File: src/rtl/button_event_gen.sv
// Raw push-button front end: synchronizer, debounce, 1 s tick divider and a
// press / long-press / auto-repeat FSM producing registered one-cycle pulses.
module button_event_gen #(
    parameter int unsigned CLK_HZ          = 50000000,
    parameter int unsigned DEBOUNCE_CYCLES = 1000000,
    parameter int unsigned LONG_PRESS_S    = 2,
    parameter int unsigned REPEAT_CYCLES   = 10000000
) (
    input  logic clk,
    input  logic reset,
    input  logic btn_raw,
    output logic tick_1s,
    output logic btn_level,
    output logic press_pulse,
    output logic release_pulse,
    output logic long_pulse,
    output logic repeat_pulse
);

    localparam int unsigned TickW = (CLK_HZ > 1) ? $clog2(CLK_HZ) : 1;
    localparam int unsigned DebW  = (DEBOUNCE_CYCLES > 1) ? $clog2(DEBOUNCE_CYCLES) : 1;
    localparam int unsigned RepW  = (REPEAT_CYCLES > 1) ? $clog2(REPEAT_CYCLES) : 1;

    localparam logic [TickW-1:0] TickMax = TickW'(CLK_HZ - 1);
    localparam logic [DebW-1:0]  DebMax  = DebW'(DEBOUNCE_CYCLES - 1);
    localparam logic [RepW-1:0]  RepMax  = RepW'(REPEAT_CYCLES - 1);
    localparam logic [7:0]       SecMax  = 8'(LONG_PRESS_S - 1);

    typedef enum logic [1:0] {StIdle, StShort, StLong} state_e;

    logic [TickW-1:0] tick_cnt_q;
    logic             s1_q, s2_q;
    logic [DebW-1:0]  deb_cnt_q, deb_cnt_d;
    logic             level_q, level_d;
    state_e           state_q, state_d;
    logic [7:0]       sec_cnt_q, sec_cnt_d;
    logic [RepW-1:0]  rep_cnt_q, rep_cnt_d;
    logic             press_q, press_d;
    logic             release_q, release_d;
    logic             long_q, long_d;
    logic             repeat_q, repeat_d;

    assign tick_1s = (tick_cnt_q == TickMax);

    always_ff @(posedge clk or posedge reset) begin
        if (reset) begin
            tick_cnt_q <= '0;
        end else if (tick_1s) begin
            tick_cnt_q <= '0;
        end else begin
            tick_cnt_q <= tick_cnt_q + TickW'(1);
        end
    end

    always_ff @(posedge clk or posedge reset) begin
        if (reset) begin
            s1_q <= 1'b0;
            s2_q <= 1'b0;
        end else begin
            s1_q <= btn_raw;
            s2_q <= s1_q;
        end
    end

    // Level only moves after s2 has disagreed with it for DEBOUNCE_CYCLES edges.
    always_comb begin
        deb_cnt_d = '0;
        level_d   = level_q;
        if (s2_q != level_q) begin
            if (deb_cnt_q == DebMax) begin
                level_d = s2_q;
            end else begin
                deb_cnt_d = deb_cnt_q + DebW'(1);
            end
        end
    end

    always_ff @(posedge clk or posedge reset) begin
        if (reset) begin
            deb_cnt_q <= '0;
            level_q   <= 1'b0;
        end else begin
            deb_cnt_q <= deb_cnt_d;
            level_q   <= level_d;
        end
    end

    // Release is tested first in SHORT/LONG so it wins over a coincident tick or repeat.
    always_comb begin
        state_d   = state_q;
        sec_cnt_d = sec_cnt_q;
        rep_cnt_d = rep_cnt_q;
        press_d   = 1'b0;
        release_d = 1'b0;
        long_d    = 1'b0;
        repeat_d  = 1'b0;
        unique case (state_q)
            StIdle: begin
                if (level_q) begin
                    state_d   = StShort;
                    press_d   = 1'b1;
                    sec_cnt_d = '0;
                end
            end
            StShort: begin
                if (!level_q) begin
                    state_d   = StIdle;
                    release_d = 1'b1;
                    sec_cnt_d = '0;
                    rep_cnt_d = '0;
                end else if (tick_1s) begin
                    sec_cnt_d = sec_cnt_q + 8'd1;
                    if (sec_cnt_q == SecMax) begin
                        state_d   = StLong;
                        long_d    = 1'b1;
                        rep_cnt_d = '0;
                    end
                end
            end
            StLong: begin
                if (!level_q) begin
                    state_d   = StIdle;
                    release_d = 1'b1;
                    sec_cnt_d = '0;
                    rep_cnt_d = '0;
                end else if (rep_cnt_q == RepMax) begin
                    rep_cnt_d = '0;
                    repeat_d  = 1'b1;
                end else begin
                    rep_cnt_d = rep_cnt_q + RepW'(1);
                end
            end
            default: begin
                state_d = StIdle;
            end
        endcase
    end

    always_ff @(posedge clk or posedge reset) begin
        if (reset) begin
            state_q   <= StIdle;
            sec_cnt_q <= '0;
            rep_cnt_q <= '0;
            press_q   <= 1'b0;
            release_q <= 1'b0;
            long_q    <= 1'b0;
            repeat_q  <= 1'b0;
        end else begin
            state_q   <= state_d;
            sec_cnt_q <= sec_cnt_d;
            rep_cnt_q <= rep_cnt_d;
            press_q   <= press_d;
            release_q <= release_d;
            long_q    <= long_d;
            repeat_q  <= repeat_d;
        end
    end

    assign btn_level     = level_q;
    assign press_pulse   = press_q;
    assign release_pulse = release_q;
    assign long_pulse    = long_q;
    assign repeat_pulse  = repeat_q;

endmodule
File: config.mk
export PLATFORM = sky130hd
export DESIGN_NAME = button_event_gen
export DESIGN_NICKNAME = d
export VERILOG_FILES = /design/src/rtl/button_event_gen.sv
export SDC_FILE = /design/constraint.sdc
export NUM_CORES = 1
export LEC_CHECK = 0
export CAP_MARGIN = 5
export CORE_ASPECT_RATIO = 1.5
export CORE_MARGIN = 2
export CORE_UTILIZATION = 60
export DETAILED_ROUTE_END_ITERATION = 8
export MAX_ROUTING_LAYER = met4
export PLACE_DENSITY = 0.77
export SLEW_MARGIN = 20
export SYNTH_ARGS = -nofsm -noshare
export SYNTH_HDL_FRONTEND = slang
export SYNTH_SLANG_ARGS = --single-unit
File: constraint.sdc
create_clock -name clk -period 4.2 [get_ports clk]
set_input_delay 0.84 -clock clk [delete_from_list [all_inputs] [get_ports clk]]
set_output_delay 0.84 -clock clk [all_outputs]
set_load 0.05 [all_outputs]
==> metrics, run 1 <==
initial antenna violation count 0; hpwl dp slightly below 7000 um; outcome finished clean; metal2 WL 5310 um; Worst Path Buf+Inv 1; clock sink count 87; DRT antenna net count 0; DR DRC count 0; row count 39; Hold Buf Count CTS 0; Worst path slowest cell clkdlybuf4s50_1; hold depth 0; crit start category flip-flop; Crit. End Element output pin; Synth Register Bits a little under 90; Num CTS Buffers 9; die area 8430 um2; Top FF cell, synth dfrtp_1; LEAKAGE 2.06 nW; Fin Setup TNS 0 ns; Post-Route M1 WL 3960 um; hold_ws 0.376 ns; largest net degree at the start of global routing 56; Mapped Cells 498; Worst Hold End s2_q$_DFF_PP0_; HP Class flip-flop to flip-flop; CP max stage delay 0.85 ns; CTS tree built; first-pass GRT wire length between 15,000 and 20,000 um; worst reg2reg startpoint rep_cnt_q[21]$_DFFE_PP0P_; worst-path fanout max 4; Final Slew Violations 0; n_diodes 0; FMAX 0.294 GHz; most frequent cells in the layout dfrtp_1 (87), nor2_1 (57), nand2_1 (38), nand3_1 (34), inv_1 (34); I/O Buffers 8; clock-pin slew on the worst setup and hold paths 0.06 ns; CP Cell Sequence ha_1 -> and4_1 -> nand3_1 -> nor3_2 -> clkdlybuf4s50_1; length of routed met3 wiring 268 um; Die W 75.6 um; endpoints failing setup 0; Max-slew headroom 37.6%; synthesized net count 509; DRT Pass-1 Iters 5; Total Wirelength 9820 um; Tcrit/Tclk final 81.0%; vias in the first global route 3,764; Yosys cell types 46; IO Pins 9; H-tree levels 3; layout cells sized above 1 6.86%; via count about 3,700; vias per cell between 6 and 7; setup bufs post-CTS 0; Core Area 7560 um2; mapped cell area ~4600 um2; number of synthesized flops with an enable pin 0; Arr. time, crit path around 2.6 ns; top sig layer met4; Reg2Reg Depth 5; Max Cap Viol 0; total congestion overflow 0; Clock Latency Late Sink 0.34 ns; clock buffer depth 2; Filler Cells Inserted 624; Non-Filler Instances a little over 600; average cell area after synthesis 9.28 um2; gr usage total 26.6%; Critical Path RT 3.36 ns; Layout Nets 517; Root Driver clkbuf_16; CP startpoint tick_cnt_q[0]$_DFF_PP0_; PwrDens 338 nW/um2; unrepaired setup endpoints after global routing false; crit path time final 3.40 ns; sequential cell area fraction in the yosys report 47.1%; Critical R2R Capture rep_cnt_q[14]$_DFFE_PP0P_; synth-to-layout area growth 11.1%; Fin. Hold Viols 0; Syn. warnings 0; worst vdd ir around 0.00027 V; Synth top area share 47.1%; Die Ht around 110 um; r2r setup slk roughly 1.3 ns; Worst-Margin Slew just over 0.9 ns; critical path class flip-flop to output pin; Worst Min Path Start s1_q$_DFF_PP0_; commonest non-fill, non-tap cell in the layout dfrtp_1; DR WL/cell about 16 um; placed insts just under 600; RD Place Congestion between 0.8 and 0.9; DR iter-0 viols around 240; Area contributors post-synth dfrtp_1 (47%), xnor2_1 (5.7%), nor2_1 (4.6%); starting density of the core 61.1%; Setup Skew approximately 0.0086 ns; critical path's top delay family buffers and inverters; asr flop ratio synth 100%; cell taking the most area after synthesis dfrtp_1; CTS resizes 0
[registers in the layout, indices dropped and copies added (netlist names)]
name,count
s1_q,1
sec_cnt_q,8
state_q,2
btn_level,1
press_pulse,1
rep_cnt_q,24
repeat_pulse,1
release_pulse,1
long_pulse,1
deb_cnt_q,20
s2_q,1
tick_cnt_q,26
[how the worst max path moves through the flow]
stage	to	slack [ns]	depth (start not counted)
after floorplan	btn_level$_DFFE_PP0P_	1.11	1
after global placement	tick_1s	1.18	5
after detailed placement	tick_1s	1.18	5
after CTS	tick_1s	0.76	5
after global routing	tick_1s	0.69	5
final	tick_1s	0.80	5
[through the flow]
stage          setup slack (ns)  util, %  instance area (um2)  power (mW)
4_1_cts                   0.758     67.7                 5120        1.75
6_report                  0.798     67.8                 5130        1.73
3_5_place_dp               1.18     63.5                 4800       0.889
2_1_floorplan              1.11        -                 4620       0.878
3_3_place_gp               1.18     63.5                 4800       0.888
5_1_grt                   0.688     67.8                 5130        1.79
[cells by family after synthesis]
group / count (synthesis) / synth area share, %
AO/OA/AOI/OAI: 63 / 8.07
XOR/XNOR: 43 / 8.15
adder cells (fa/ha/maj): 8 / 2.17
buffers and inverters: 50 / 4.28
flip-flops: 87 / 47.1
multiplexers: 8 / 1.76
AND/OR/NAND/NOR: 239 / 28.4
[final cells by class]
type	instances	area [um2]	share of cell area, %
multi-input cells	361	2260	44.1
flip-flops and latches	87	2180	42.4
clock buffers	9	225	4.39
inverters	35	133	2.58
well taps	102	128	2.49
repair buffers	12	110	2.15
clock inverters	6	93.8	1.83
[synthesized netlist by cell type (all sizes together) (12+ instances only)]
master,number
a21oi,26
inv,35
nand3,34
nand4,21
nor4,16
nor2,57
xor2,13
o22ai,15
xnor2,30
dfrtp,87
nand2,38
clkbuf,12
nor3,15
[routing by layer]
layer  up-vias  track usage [%]
met3        21             4.52
met2        85             43.3
met4         0             13.2
li1       1789                -
met5         -                -
met1      1832             31.0
[where the power goes]
group          total [mW]  switching [mW]  internal (mW)  leakage [nW]
Combinational      0.0282          0.0221        0.00613         0.715
Sequential          0.844         0.00240          0.841          1.19
Clock               0.862           0.339          0.523         0.153
[worst register-to-register path, delay by kind of cell (launching register included)]
kind,cells,cell delay (ns)
flops,1,0.42
simple gates,3,1.78
compound gates,2,0.51
Note: power is estimated with default switching activity, not from simulation.
==> run 2: changes to the inputs <==
--- a/config.mk
+++ b/config.mk
@@ -8,10 +8,10 @@
 export CAP_MARGIN = 5
 export CORE_ASPECT_RATIO = 1.5
 export CORE_MARGIN = 2
-export CORE_UTILIZATION = 60
+export CORE_UTILIZATION = 56
 export DETAILED_ROUTE_END_ITERATION = 8
 export MAX_ROUTING_LAYER = met4
-export PLACE_DENSITY = 0.77
+export PLACE_DENSITY = 0.76
 export SLEW_MARGIN = 20
 export SYNTH_ARGS = -nofsm -noshare
 export SYNTH_HDL_FRONTEND = slang
==> constraint.sdc (replaced) <==
create_clock -name clk -period 3.05 [get_ports clk]
set_input_delay 0.61 -clock clk [delete_from_list [all_inputs] [get_ports clk]]
set_output_delay 0.61 -clock clk [all_outputs]
set_load 0.05 [all_outputs]
==> run 2 against run 1 <==
  * Sequential share of layout area down 0.29 points
  * Largest cell class unchanged
  * First-iteration DRC count grew 13%
  * Largest power group is now sequential cells
  * Design area grew 0.68%
  * Routed wire length fell by 3.1%
==> metrics, run 2 (same netlist as run 1, synthesis figures left out) <==
outcome finished clean; hpwl dp between 6000 and 7000 um; Final Slew Violations 0; CTS resizes 0; FMAX 0.366 GHz; CP Cell Sequence inv_1 -> ha_1 -> or4b_4 -> nor4_4 -> a41oi_2 -> nand2b_1 -> o21ai_0; clock-pin slew on the worst setup and hold paths 0.06 ns; total congestion overflow 0; DR iter-0 viols 268; clock sink count 87; Top reg by flops tick_cnt_q; RD Place Congestion a little under 0.9; PwrDens 446 nW/um2; Max-slew headroom 45.8%; commonest non-fill, non-tap cell in the layout dfrtp_1; I/O Buffers 8; CP max stage delay ~0.59 ns; crit start category flip-flop; row count 40; n_diodes 0; DR DRC count 0; endpoints failing setup 0; Fin Setup TNS 0 ns; Max Cap Viol 0; Core Area 8010 um2; largest net degree at the start of global routing 47; worst vdd ir 0.000303 V; unrepaired setup endpoints after global routing false; Crit. End Element flip-flop; DRT antenna net count 0; max FFs per register 26; IO Pins 9; HP Class flip-flop to flip-flop; Num CTS Buffers 9; synth-to-layout area growth 11.8%; Tcrit/Tclk final 89.6%; Arr. time, crit path 2.97 ns; Root Driver clkbuf_16; Worst path slowest cell nand2b_1; setup bufs post-CTS 0; crit path time final 2.73 ns; vias per cell slightly below 6; most frequent cells in the layout dfrtp_1 (87), nor2_1 (57), nand2_1 (38), nand3_1 (34), inv_1 (34); first-pass GRT wire length 16,700 um; Fin. Hold Viols 0; Die Ht 115 um; Worst-Margin Slew 0.809 ns; clock buffer depth 2; DR WL/cell around 15 um; Die W 78.2 um; Setup Skew roughly 0.011 ns; DRT Pass-1 Iters 4; CTS tree built; LEAKAGE 2.09 nW; Regs by FF count tick_cnt_q (26), rep_cnt_q (24), deb_cnt_q (20); Hold Buf Count CTS 0; via count 3,705; Critical Path RT 3.29 ns; initial antenna violation count 0; starting density of the core 57.7%; critical path class flip-flop to flip-flop; Total Wirelength 9510 um; Layout Nets 522; die area between 9000 and 10,000 um2; gr usage total 23.8%; total power 2.31 mW; worst-path fanout max 16; vias in the first global route around 3,700; layout cells sized above 1 7.75%; H-tree levels 3; Clock Latency Late Sink 0.34 ns; Final Util 64.5%
## run 2: final cells by class
cell class	instances	area, um2
Clock buffer	12	246
Clock inverter	4	52.6
Fill cell	652	2840
Inverter	35	133
Multi-Input combinational cell	361	2260
Sequential cell	87	2180
Tap cell	105	131
Timing Repair Buffer	17	170
## run 2: layer usage
layer,vias up,wire [um],part of all wire (%),global-route usage [%]
met3,17,272,2.9,4.00
met5,-,0,0,-
met2,64,5080,53,41.8
li1,1796,-,-,-
met4,0,175,1.8,9.24
met1,1828,3990,42,27.2
## run 2: stage by stage
stage	cells	worst slack, ns	instance area (um2)	hold slack, ns
floorplan	498	0.190	4620	0.331
global placement	605	0.440	4870	0.360
detailed placement	605	0.338	4870	0.358
CTS	621	0.348	5170	0.373
global route	621	0.105	5170	0.373
finish	621	0.316	5170	0.369
## run 2: final timing paths
check	cells after the start	slack (ns)	from	endpoint
max	7	0.32	sec_cnt_q[1]$_DFFE_PP0P_	rep_cnt_q[0]$_DFFE_PP0P_
min	0	0.37	s1_q$_DFF_PP0_	s2_q$_DFF_PP0_
max reg2reg	7	0.32	sec_cnt_q[1]$_DFFE_PP0P_	rep_cnt_q[0]$_DFFE_PP0P_
min reg2reg	0	0.37	s1_q$_DFF_PP0_	s2_q$_DFF_PP0_
max in group asynchronous	3	1.85	reset	sec_cnt_q[0]$_DFFE_PP0P_
min in group asynchronous	2	0.56	reset	rep_cnt_q[21]$_DFFE_PP0P_
## run 2: worst max-delay path, delay by kind of cell, from the launching register on
family	cells	cell delay, ns
simple gates	3	1.29
compound gates	2	0.75
flops	1	0.41
fa+ha+maj	1	0.12
buf+inv	1	0.07
## run 2: report_power, final
part	internal [mW]	total (mW)	switching, mW
Clock	0.661	1.10	0.443
Combinational	0.0103	0.0408	0.0305
Sequential	1.16	1.16	0.00321
